## config.mk

```make
export PLATFORM = sky130hd
export DESIGN_NAME = timer_job_scheduler
export DESIGN_NICKNAME = d
export VERILOG_FILES = /design/src/rtl/timer_job_scheduler_pkg.sv /design/src/rtl/timer_job_scheduler_rr_arbiter.sv /design/src/rtl/timer_job_scheduler.sv
export SDC_FILE = /design/constraint.sdc
export NUM_CORES = 1
export LEC_CHECK = 0
export BUFFER_PORTS_ARGS = -buffer_cell sky130_fd_sc_hd__buf_4
export CORE_MARGIN = 5
export CORE_UTILIZATION = 58
export DETAILED_ROUTE_END_ITERATION = 8
export PLACE_DENSITY = 0.87
export REMOVE_ABC_BUFFERS = 1
export SLEW_MARGIN = 20
export SYNTH_ARGS = -nofsm -noshare
export SYNTH_HDL_FRONTEND = slang
export SYNTH_SLANG_ARGS = --single-unit
```

## constraint.sdc

```tcl
create_clock -name clk -period 9.6 [get_ports clk]
set_input_delay 1.44 -clock clk [delete_from_list [all_inputs] [get_ports clk]]
set_output_delay 1.44 -clock clk [all_outputs]
set_load 0.01 [all_outputs]
```

## src/rtl/timer_job_scheduler_pkg.sv

```systemverilog
// Shared types and helpers for the timer job scheduler: FSM state
// encoding and the round-robin pick used by the arbiter.
package timer_sched_pkg;

  // Widest requester vector the pick helper handles.
  localparam int MAX_REQ = 8;

  localparam logic [2:0] ST_IDLE  = 3'd0;
  localparam logic [2:0] ST_ARM   = 3'd1;
  localparam logic [2:0] ST_START = 3'd2;
  localparam logic [2:0] ST_WAIT  = 3'd3;
  localparam logic [2:0] ST_FIN   = 3'd4;

  typedef enum logic [2:0] {
    IDLE  = ST_IDLE,
    ARM   = ST_ARM,
    START = ST_START,
    WAIT  = ST_WAIT,
    FIN   = ST_FIN
  } state_e;

  // First set bit of req searching upward from ptr+1, wrapping at n.
  // Returns 0 when nothing is set; callers qualify with |req.
  function automatic int rr_pick(input logic [MAX_REQ-1:0] req, input int ptr, input int n);
    int   win;
    int   idx;
    logic found;
    logic hit;
    win   = 0;
    found = 1'b0;
    for (int k = 1; k <= MAX_REQ; k++) begin
      idx   = ptr + k;
      idx   = (idx >= n) ? idx - n : idx;
      hit   = (k <= n) && !found && req[idx[2:0]];
      win   = hit ? idx : win;
      found = found | hit;
    end
    return win;
  endfunction

endpackage

```

## src/rtl/timer_job_scheduler_rr_arbiter.sv

```systemverilog
// Combinational round-robin arbiter: rotates priority so the requester
// after ptr is searched first. Holds no state; the pointer lives upstream.
module rr_arbiter
  import timer_sched_pkg::*;
#(
  parameter int N_REQ = 4,
  parameter int ID_W  = 2
) (
  input  logic [N_REQ-1:0] req,
  input  logic [ID_W-1:0]  ptr,
  output logic [ID_W-1:0]  winner,
  output logic             any
);

  logic [MAX_REQ-1:0] req_ext_s;

  // Widen the request vector to the helper width and pick the winner.
  always_comb begin
    req_ext_s              = '0;
    req_ext_s[N_REQ-1:0]   = req;
    winner                 = ID_W'(rr_pick(req_ext_s, int'(ptr), N_REQ));
    any                    = |req;
  end

endmodule

```

## src/rtl/timer_job_scheduler.sv

```systemverilog
// Round-robin scheduler sharing one hardware timer among N_REQ requesters.
// Each granted job arms the timer (reset pulse, then enable edge with the
// compare value), waits for match/overflow/cancel/watchdog, then reports.
module timer_job_scheduler
  import timer_sched_pkg::*;
#(
  parameter  int N_REQ       = 4,
  parameter  int TIMER_WIDTH = 16,
  parameter  int WD_WIDTH    = 24,
  localparam int ID_W        = $clog2(N_REQ)
) (
  input  logic                         clk,
  input  logic                         rst,
  input  logic [N_REQ-1:0]             req,
  input  logic [N_REQ*TIMER_WIDTH-1:0] req_delay,
  output logic [N_REQ-1:0]             done,
  output logic [N_REQ-1:0]             err,
  output logic                         grant_valid,
  output logic [ID_W-1:0]              grant_id,
  output logic [TIMER_WIDTH-1:0]       tmr_load,
  output logic                         tmr_enable,
  output logic                         tmr_reset,
  output logic [TIMER_WIDTH-1:0]       tmr_compare,
  input  logic                         tmr_match,
  input  logic                         tmr_overflow
);

  localparam logic [WD_WIDTH-1:0] WD_MAX = {WD_WIDTH{1'b1}};

  state_e                   state_r, nxt_state_s;
  logic [ID_W-1:0]          rr_r, nxt_rr_s;
  logic [TIMER_WIDTH-1:0]   delay_r, nxt_delay_s;
  logic [WD_WIDTH-1:0]      wd_r, nxt_wd_s, wd_inc_s;
  logic [N_REQ-1:0]         done_r, nxt_done_s, err_r, nxt_err_s;
  logic                     grant_valid_r, nxt_grant_valid_s;
  logic [ID_W-1:0]          grant_id_r, nxt_grant_id_s;
  logic [TIMER_WIDTH-1:0]   tmr_load_r, nxt_tmr_load_s;
  logic                     tmr_enable_r, nxt_tmr_enable_s;
  logic                     tmr_reset_r, nxt_tmr_reset_s;
  logic [TIMER_WIDTH-1:0]   tmr_compare_r, nxt_tmr_compare_s;
  logic [ID_W-1:0]          winner_s;
  logic                     any_s;
  logic [TIMER_WIDTH-1:0]   delay_slice_s;
  logic                     owner_req_s;

  rr_arbiter #(.N_REQ(N_REQ), .ID_W(ID_W)) u_arb (
    .req    (req),
    .ptr    (rr_r),
    .winner (winner_s),
    .any    (any_s)
  );

  // Winner's delay slice, owner's live request, saturating watchdog step.
  always_comb begin
    delay_slice_s = req_delay[int'(winner_s)*TIMER_WIDTH +: TIMER_WIDTH];
    owner_req_s   = req[grant_id_r];
    wd_inc_s      = (wd_r == WD_MAX) ? wd_r : wd_r + 1'b1;
  end

  // Next-state and next-output logic; outputs are computed for the state
  // being entered so the registered values line up with that state.
  always_comb begin
    nxt_state_s       = state_r;
    nxt_rr_s          = rr_r;
    nxt_delay_s       = delay_r;
    nxt_wd_s          = wd_r;
    nxt_done_s        = '0;
    nxt_err_s         = '0;
    nxt_grant_valid_s = grant_valid_r;
    nxt_grant_id_s    = grant_id_r;
    nxt_tmr_load_s    = '0;
    nxt_tmr_enable_s  = 1'b0;
    nxt_tmr_reset_s   = 1'b0;
    nxt_tmr_compare_s = '0;
    case (state_r)
      IDLE: begin
        if (any_s) begin
          nxt_grant_valid_s = 1'b1;
          nxt_grant_id_s    = winner_s;
          nxt_rr_s          = winner_s;
          nxt_delay_s       = delay_slice_s;
          nxt_tmr_reset_s   = 1'b1;
          if (delay_slice_s == '0) begin
            // Zero delay completes without ever enabling the timer.
            nxt_state_s          = FIN;
            nxt_done_s[winner_s] = 1'b1;
          end else begin
            nxt_state_s = ARM;
          end
        end else begin
          nxt_grant_valid_s = 1'b0;
          nxt_grant_id_s    = '0;
        end
      end
      ARM: begin
        nxt_state_s       = START;
        nxt_tmr_enable_s  = 1'b1;
        nxt_tmr_compare_s = delay_r;
        nxt_wd_s          = '0;
      end
      START: begin
        nxt_state_s       = WAIT;
        nxt_tmr_enable_s  = 1'b1;
        nxt_tmr_compare_s = delay_r;
        nxt_wd_s          = '0;
      end
      WAIT: begin
        nxt_wd_s = wd_inc_s;
        if (!owner_req_s) begin
          nxt_state_s     = FIN;
          nxt_tmr_reset_s = 1'b1;
        end else if (tmr_match) begin
          nxt_state_s            = FIN;
          nxt_tmr_reset_s        = 1'b1;
          nxt_done_s[grant_id_r] = 1'b1;
        end else if (tmr_overflow || (wd_inc_s == WD_MAX)) begin
          nxt_state_s           = FIN;
          nxt_tmr_reset_s       = 1'b1;
          nxt_err_s[grant_id_r] = 1'b1;
        end else begin
          nxt_tmr_enable_s  = 1'b1;
          nxt_tmr_compare_s = delay_r;
        end
      end
      FIN: begin
        nxt_state_s       = IDLE;
        nxt_grant_valid_s = 1'b0;
        nxt_grant_id_s    = '0;
      end
      default: begin
        nxt_state_s       = IDLE;
        nxt_grant_valid_s = 1'b0;
        nxt_grant_id_s    = '0;
      end
    endcase
  end

  // State, pointer, watchdog and output registers with async reset.
  always_ff @(posedge clk or posedge rst) begin
    if (rst) begin
      state_r       <= IDLE;
      rr_r          <= ID_W'(N_REQ - 1);
      delay_r       <= '0;
      wd_r          <= '0;
      done_r        <= '0;
      err_r         <= '0;
      grant_valid_r <= 1'b0;
      grant_id_r    <= '0;
      tmr_load_r    <= '0;
      tmr_enable_r  <= 1'b0;
      tmr_reset_r   <= 1'b0;
      tmr_compare_r <= '0;
    end else begin
      state_r       <= nxt_state_s;
      rr_r          <= nxt_rr_s;
      delay_r       <= nxt_delay_s;
      wd_r          <= nxt_wd_s;
      done_r        <= nxt_done_s;
      err_r         <= nxt_err_s;
      grant_valid_r <= nxt_grant_valid_s;
      grant_id_r    <= nxt_grant_id_s;
      tmr_load_r    <= nxt_tmr_load_s;
      tmr_enable_r  <= nxt_tmr_enable_s;
      tmr_reset_r   <= nxt_tmr_reset_s;
      tmr_compare_r <= nxt_tmr_compare_s;
    end
  end

  assign done        = done_r;
  assign err         = err_r;
  assign grant_valid = grant_valid_r;
  assign grant_id    = grant_id_r;
  assign tmr_load    = tmr_load_r;
  assign tmr_enable  = tmr_enable_r;
  assign tmr_reset   = tmr_reset_r;
  assign tmr_compare = tmr_compare_r;

endmodule

```

==> results.sh, run 1 <==
export IMPL_synth_sequential_area_ratio_pct=37.5
export IMPL_power_leakage_nw=2.64
export IMPL_max_slew_worst_pin_slew_ns=0.970
export IMPL_postSynthCellCount=597
export IMPL_globalRoute_totalOverflow=0
export IMPL_layout_area_overhead_vs_synth_pct=18.7
export IMPL_post_synth_mux_area_share_pct=7.20
export IMPL_count_of_endpoints_failing_setup_in_the_final_report=0
export IMPL_power_density_nw_per_um2=306
export IMPL_pin_count_of_the_biggest_net_entering_global_routing=75
export IMPL_timing_hold_worst_start="delay_r[5]"
export IMPL_grt_first_pass_wirelength_um=23200
export IMPL_synth_main_ff_cell="sky130_fd_sc_hd__dfrtp_1"
export IMPL_crit_arrival_ns=5.08
export IMPL_dr_first_iter_drc_count=387
export IMPL_tritoncts="done"
export IMPL_min_period_ns=4.83
export IMPL_io_pins=117
export IMPL_final_min_period_over_clock_period_pct=50.3
export IMPL_die_width_um=102
export IMPL_multiInputGateArea_um2=2820
export IMPL_main_combinational_cell_family_by_area_after_synthesis="simple AND/OR/NAND/NOR gates"
export IMPL_synth_compound_area_share_pct=22.9
export IMPL_dr_total_vias=4977
export IMPL_cts_hold_buffers_added=0
export IMPL_critical_path_reg2reg_startpoint="rr_r[0]"
export IMPL_detailedRoute_firstPassIterationCount=5
export IMPL_hold_path_class="reg -> reg"
export IMPL_first_global_vias=4860
export IMPL_remaining_drc_errors=0
export IMPL_synthSimpleGateAreaFrac_pct=24.0
export IMPL_synth_most_common_cell="sky130_fd_sc_hd__nand2_1"
export IMPL_mappedNetlistArea_um2=4940
export IMPL_place_gp_congestion=1.00
export IMPL_critPathKind="reg -> reg"
export IMPL_synth_async_reset_ratio_pct=100
export IMPL_edff_count_synth=0
export IMPL_final_skew_ns=0.0104
export IMPL_io_buffers=100
export IMPL_worst_endpoint_required_ns=9.85
export IMPL_achievable_frequency_mhz=207
export IMPL_timing_critical_path_to_type="flop"
export IMPL_cts_reportedPaths_clkPinSlew_ns=0.08
export IMPL_floorplan_rows=33
export IMPL_route_detailed_vias_per_inst=6.35
export IMPL_critical_path_startpoint="rr_r[0]"
export IMPL_vdd_ir_drop_worst_uv=368
export IMPL_hold_viol_final=0
export IMPL_grt_antenna_before_repair=0
export IMPL_status="finished clean"
export IMPL_ys_types=72
export IMPL_num_antenna_cells=0
export IMPL_num_fill_cells=649
export IMPL_element_type_at_the_critical_path_start="flop"
export IMPL_clock_tree_htree_level_count=3
export IMPL_fp_coreArea_um2=8260
export IMPL_die_h_um=102
export IMPL_cell_at_the_root_of_the_clock_tree="sky130_fd_sc_hd__clkbuf_8"
export IMPL_cts_buffers_inserted=9
export IMPL_synth_area_leader_cell="sky130_fd_sc_hd__dfrtp_1"
export IMPL_synth_adder_area_share_pct=0.507
export IMPL_crit_path_max_fanout=32
export IMPL_worst_slew_margin_rel_pct=35.2
export IMPL_fin_nets=748
export IMPL_finalSetupTns_ns=0
export IMPL_ctsLongestPathBuffers=2
export IMPL_timing_final_max_slew_violations=0
export IMPL_flip_flop_and_latch_area_um2=1850
export IMPL_synth_top_cells_by_area="sky130_fd_sc_hd__dfrtp_1 (36%), sky130_fd_sc_hd__nand2_1 (8.3%), sky130_fd_sc_hd__o21ai_0 (6.7%)"
export IMPL_dp_slack_ns=4.85
export IMPL_post_route_worst_setup_slack_ns=4.77
export IMPL_synth_top_cell_area_share_pct=36.5
export IMPL_number_of_routed_nets_with_antenna_violations=0
export IMPL_grt_usage_pct=28.2
export IMPL_synth_yosys_warnings=0
export IMPL_tritoncts_num_sinks=74
export IMPL_dieArea_um2=10500
export IMPL_synth_xor_area_share_pct=0.887
export IMPL_grt_setup_unrepaired="no"
export IMPL_synth_top_cells_by_count="sky130_fd_sc_hd__nand2_1 (109), sky130_fd_sc_hd__dfrtp_1 (72), sky130_fd_sc_hd__o21ai_0 (66)"
export IMPL_cts_repair_timing_setup_buffer_count=0
export IMPL_drt_total_wl_um=14600
export IMPL_detailedPlacementHpwl_um=11100
export IMPL_worstSkewPairLatency_ns=0.35
export IMPL_post_route_cells_drive_above_1_share_pct=23.3
export IMPL_mapped_avg_cell_area_um2=8.27
export IMPL_synth_seq_cells=74
export IMPL_cts_resized=0
export IMPL_effective_utilization_at_floorplan_pct=59.8
export IMPL_wl_per_instance_um=18.6
export IMPL_max_cap_violations=0
[worst max-delay path: stages (launching register included)]
cell and delay, ns:
sky130_fd_sc_hd__dfstp_2 0.94, sky130_fd_sc_hd__clkinv_1 0.44, sky130_fd_sc_hd__ha_1 0.54, sky130_fd_sc_hd__mux4_2 0.30
sky130_fd_sc_hd__nand2b_1 0.39, sky130_fd_sc_hd__a21oi_1 0.19, sky130_fd_sc_hd__nor2_2 0.29, sky130_fd_sc_hd__buf_4 0.37
sky130_fd_sc_hd__mux2i_1 0.28, sky130_fd_sc_hd__o2111ai_1 0.18, sky130_fd_sc_hd__a2111o_1 0.54, sky130_fd_sc_hd__o41ai_2 0.26
[power by group]
group,switching (mW),internal (mW),leakage (nW)
sequential,0.0786,0.400,0.973
combinational,0.664,0.385,1.56
clock,0.120,0.148,0.108
total,0.862,0.934,2.64
[routing by layer]
layer | vias to the layer above | GRT usage [%] | wire length, um
met2 | 274 | 47.4 | 7120
met1 | 2364 | 36.3 | 5740
li1 | 2296 | - | -
met3 | 43 | 5.67 | 1300
met5 | - | 0 | 0
met4 | 0 | 10.2 | 408
[cells in the final DEF (no fill, tap or decap), types with 15 or more instances in the layout]
cell / count
sky130_fd_sc_hd__nand2_1: 109
sky130_fd_sc_hd__buf_4: 106
sky130_fd_sc_hd__dfrtp_1: 72
sky130_fd_sc_hd__o21ai_0: 66
sky130_fd_sc_hd__nor2_1: 38
sky130_fd_sc_hd__a21oi_1: 28
sky130_fd_sc_hd__nand3_1: 20
sky130_fd_sc_hd__nor3_1: 19
sky130_fd_sc_hd__a31oi_1: 16
sky130_fd_sc_hd__conb_1: 16
sky130_fd_sc_hd__nand4_1: 15
[state kept, by name, indices dropped and copies added, names as in the netlist]
signal	flops
tmr_reset	1
grant_valid	1
tmr_compare	16
state_r	3
wd_r	24
grant_id	2
done	4
rr_r	2
delay_r	16
tmr_enable	1
err	4
[cell type report]
class	count	area share, %
Clock inverter	5	1.47
Timing Repair Buffer	106	13.6
Clock buffer	11	2.24
Multi-Input combinational cell	472	48.2
Inverter	11	0.704
Tap cell	105	2.24
Sequential cell	74	31.6
[through the flow]
step | hold WS [ns] | std cells | instance area (um^2) | total power, mW | util [%]
floorplan | 0.450 | 557 | 4700 | 1.16 | -
global placement | 0.461 | 768 | 5650 | 1.46 | 68.4
detailed placement | 0.467 | 768 | 5650 | 1.51 | 68.4
CTS | 0.484 | 784 | 5860 | 1.78 | 71.0
global route | 0.494 | 784 | 5860 | 1.92 | 71.0
finish | 0.482 | 784 | 5860 | 1.80 | 71.0
[cells by family (layout without fill, tap and decap cells)]
| kind of cell | after synthesis | in the layout |
|---|---|---|
| mux | 29 | 29 |
| flops | 74 | 74 |
| fa+ha+maj | 2 | 2 |
| buf+inv | 66 | 133 |
| compound gates | 171 | 171 |
| xor+xnor | 5 | 5 |
| other cells | 1 | 16 |
| simple gates | 249 | 249 |
[final timing paths]
check | cells past startpoint | endpoint | slack, ns
min in group asynchronous | 3 | tmr_compare[1] | 1.36
worst max register to register | 11 | done[3] | 4.77
max in group asynchronous | 3 | state_r[0] | 7.65
worst min register to register | 1 | delay_r[5] | 0.48
worst min-delay path | 1 | delay_r[5] | 0.48
worst max-delay path | 11 | done[3] | 4.77
No activity file was read; power rests on OpenSTA's default activity.
==> run 2, diff against run 1 <==
Settings changed: CORE_UTILIZATION 58 to 55, PLACE_DENSITY 0.87 to 0.84.
Clock period 9.6 ns to 4.5 ns, I/O delays scaled along.
==> run 2 against run 1 <==
  * Register-to-register slack got worse by 4.5 ns
  * Global-route usage down 2.5 points
  * Flip-flop and latch count unchanged
==> results.sh, run 2 (synthesized netlist as in run 1, its figures left out) <==
export IMPL_status="finished clean"
export IMPL_clock_tree_htree_level_count=3
export IMPL_worst_endpoint_required_ns=4.74
export IMPL_wl_per_instance_um=18.1
export IMPL_count_of_endpoints_failing_setup_in_the_final_report=0
export IMPL_max_cap_violations=0
export IMPL_floorplan_rows=34
export IMPL_flip_flop_and_latch_area_um2=1850
export IMPL_fin_nets=751
export IMPL_die_width_um=105
export IMPL_critPathKind="reg -> reg"
export IMPL_post_route_cells_drive_above_1_share_pct=23.8
export IMPL_whs_path_depth=1
export IMPL_grt_first_pass_wirelength_um=23500
export IMPL_crit_path_max_fanout=21
export IMPL_hold_path_class="reg -> reg"
export IMPL_ctsLongestPathBuffers=2
export IMPL_critical_path_startpoint="rr_r[0]"
export IMPL_timing_reg2reg_setup_slack_ns=0.30
export IMPL_cts_reportedPaths_clkPinSlew_ns=0.08
export IMPL_placed_cells=774
export IMPL_detailedRoute_firstPassIterationCount=4
export IMPL_timing_hold_worst_start="delay_r[0]"
export IMPL_number_of_routed_nets_with_antenna_violations=0
export IMPL_vdd_ir_drop_worst_uv=474
export IMPL_timing_critical_path_buf_inv=2
export IMPL_dr_total_vias=4966
export IMPL_p_seq_share_pct=25.3
export IMPL_dieArea_um2=11000
export IMPL_cts_hold_buffers_added=0
export IMPL_final_min_period_over_clock_period_pct=93.3
export IMPL_timing_critical_path_cells="clkinv_1, ha_1, mux4_2, nand2b_1, a21oi_1, nor2_2, buf_4, mux2i_1, nand4_1, a2111o_1, o41ai_2"
export IMPL_min_period_ns=4.20
export IMPL_remaining_drc_errors=0
export IMPL_worst_path_dominant_cell_family="compound AO/OA/AOI/OAI gates"
export IMPL_io_buffers=100
export IMPL_element_type_at_the_critical_path_start="flop"
export IMPL_grt_antenna_before_repair=0
export IMPL_grt_setup_unrepaired="no"
export IMPL_effective_utilization_at_floorplan_pct=56.6
export IMPL_tritoncts="done"
export IMPL_worstSkewPairLatency_ns=0.35
export IMPL_hold_viol_final=0
export IMPL_io_pins=117
export IMPL_num_fill_cells=707
export IMPL_pin_count_of_the_biggest_net_entering_global_routing=47
export IMPL_net_switching_power_mw=1.82
export IMPL_num_antenna_cells=0
export IMPL_layout_area_overhead_vs_synth_pct=19.3
export IMPL_die_h_um=105
export IMPL_crit_path_top_delay_cell="sky130_fd_sc_hd__dfstp_2"
export IMPL_crit_arrival_ns=4.44
export IMPL_p_total_mw=3.84
export IMPL_tritoncts_num_sinks=74
export IMPL_post_layout_nonfiller_instances=790
export IMPL_multiInputGateArea_um2=2820
export IMPL_p_clk_share_pct=15.1
export IMPL_cts_resized=0
export IMPL_cts_buffers_inserted=9
export IMPL_largest_register_ff_count=24
export IMPL_dp_slack_ns=0.402
export IMPL_timing_reg2reg_worst_path_depth=11
export IMPL_timing_hold_ws_ns=0.484
export IMPL_achievable_frequency_mhz=238
export IMPL_route_detailed_vias_per_inst=6.29
export IMPL_drt_total_wl_um=14300
export IMPL_power_leakage_nw=2.65
export IMPL_grt_usage_pct=25.7
export IMPL_globalRoute_totalOverflow=0
export IMPL_worst_slew_margin_rel_pct=34.2
export IMPL_timing_final_max_slew_violations=0
export IMPL_comb_power_share_pct=59.7
export IMPL_cell_internal_power_mw=2.02
export IMPL_power_density_nw_per_um2=651
export IMPL_cp_num_cells=11
export IMPL_fp_coreArea_um2=8720
export IMPL_post_route_worst_setup_slack_ns=0.301
export IMPL_max_slew_worst_pin_slew_ns=0.984
export IMPL_switching_share_pct=47.4
export IMPL_cell_at_the_root_of_the_clock_tree="sky130_fd_sc_hd__clkbuf_8"
export IMPL_most_common_layout_cells="sky130_fd_sc_hd__nand2_1 (109), sky130_fd_sc_hd__buf_4 (109), sky130_fd_sc_hd__dfrtp_1 (72)"
export IMPL_timing_critical_path_to_type="flop"
export IMPL_detailedPlacementHpwl_um=10600
export IMPL_utilization_pct=67.5
export IMPL_cts_repair_timing_setup_buffer_count=0
export IMPL_critical_path_reg2reg_startpoint="rr_r[0]"
export IMPL_place_gp_congestion=0.939
export IMPL_first_global_vias=4748
export IMPL_max_flop_register="wd_r"
export IMPL_critPathMaxStageDelay_ns=0.54
export IMPL_dr_first_iter_drc_count=296
export IMPL_final_skew_ns=0.0103
[run 2: cell types whose count changed in the layout (fill, tap and decap cells not counted)]
cell | previous run | this run
sky130_fd_sc_hd__clkinvlp_4 | 0 | 2
sky130_fd_sc_hd__buf_4 | 106 | 109
sky130_fd_sc_hd__clkinv_2 | 0 | 1
sky130_fd_sc_hd__clkbuf_1 | 2 | 1
sky130_fd_sc_hd__clkinv_4 | 2 | 0
[run 2: power groups by stage]
stage | combinational [mW] | clock (mW) | sequential (mW)
after floorplan | 1.45 | 0 | 1.02
after global placement | 2.20 | 0 | 0.974
after detailed placement | 2.25 | 0 | 0.981
after CTS | 2.26 | 0.580 | 0.968
after global routing | 2.52 | 0.611 | 0.996
final | 2.29 | 0.578 | 0.969
[run 2: metrics by stage]
step,TNS (ns),area [um^2]
floorplan,-12.90,4700
global route,0,5890
detailed placement,0,5670
CTS,0,5890
global placement,0,5670
finish,0,5890
[run 2: worst paths after layout]
kind | endpoint
worst max-delay path | done[3]
worst min-delay path | delay_r[0]
worst max register to register | done[3]
worst min register to register | delay_r[0]
max in group asynchronous | rr_r[1]
min in group asynchronous | wd_r[7]
[run 2: metal layers]
metal | routed length, um | track usage [%]
met4 | 401 | 9.59
met2 | 6760 | 40.8
met5 | 0 | 0
met1 | 6000 | 35.4
met3 | 1140 | 4.25
[run 2: layout make-up]
class	count	area share [%]
timing repair buffer	109	13.9
clock inverter	6	1.51
clock buffer	10	2.17
inverter	11	0.701
tap	108	2.29
sequential	74	31.5
multi-input combinational	472	47.9
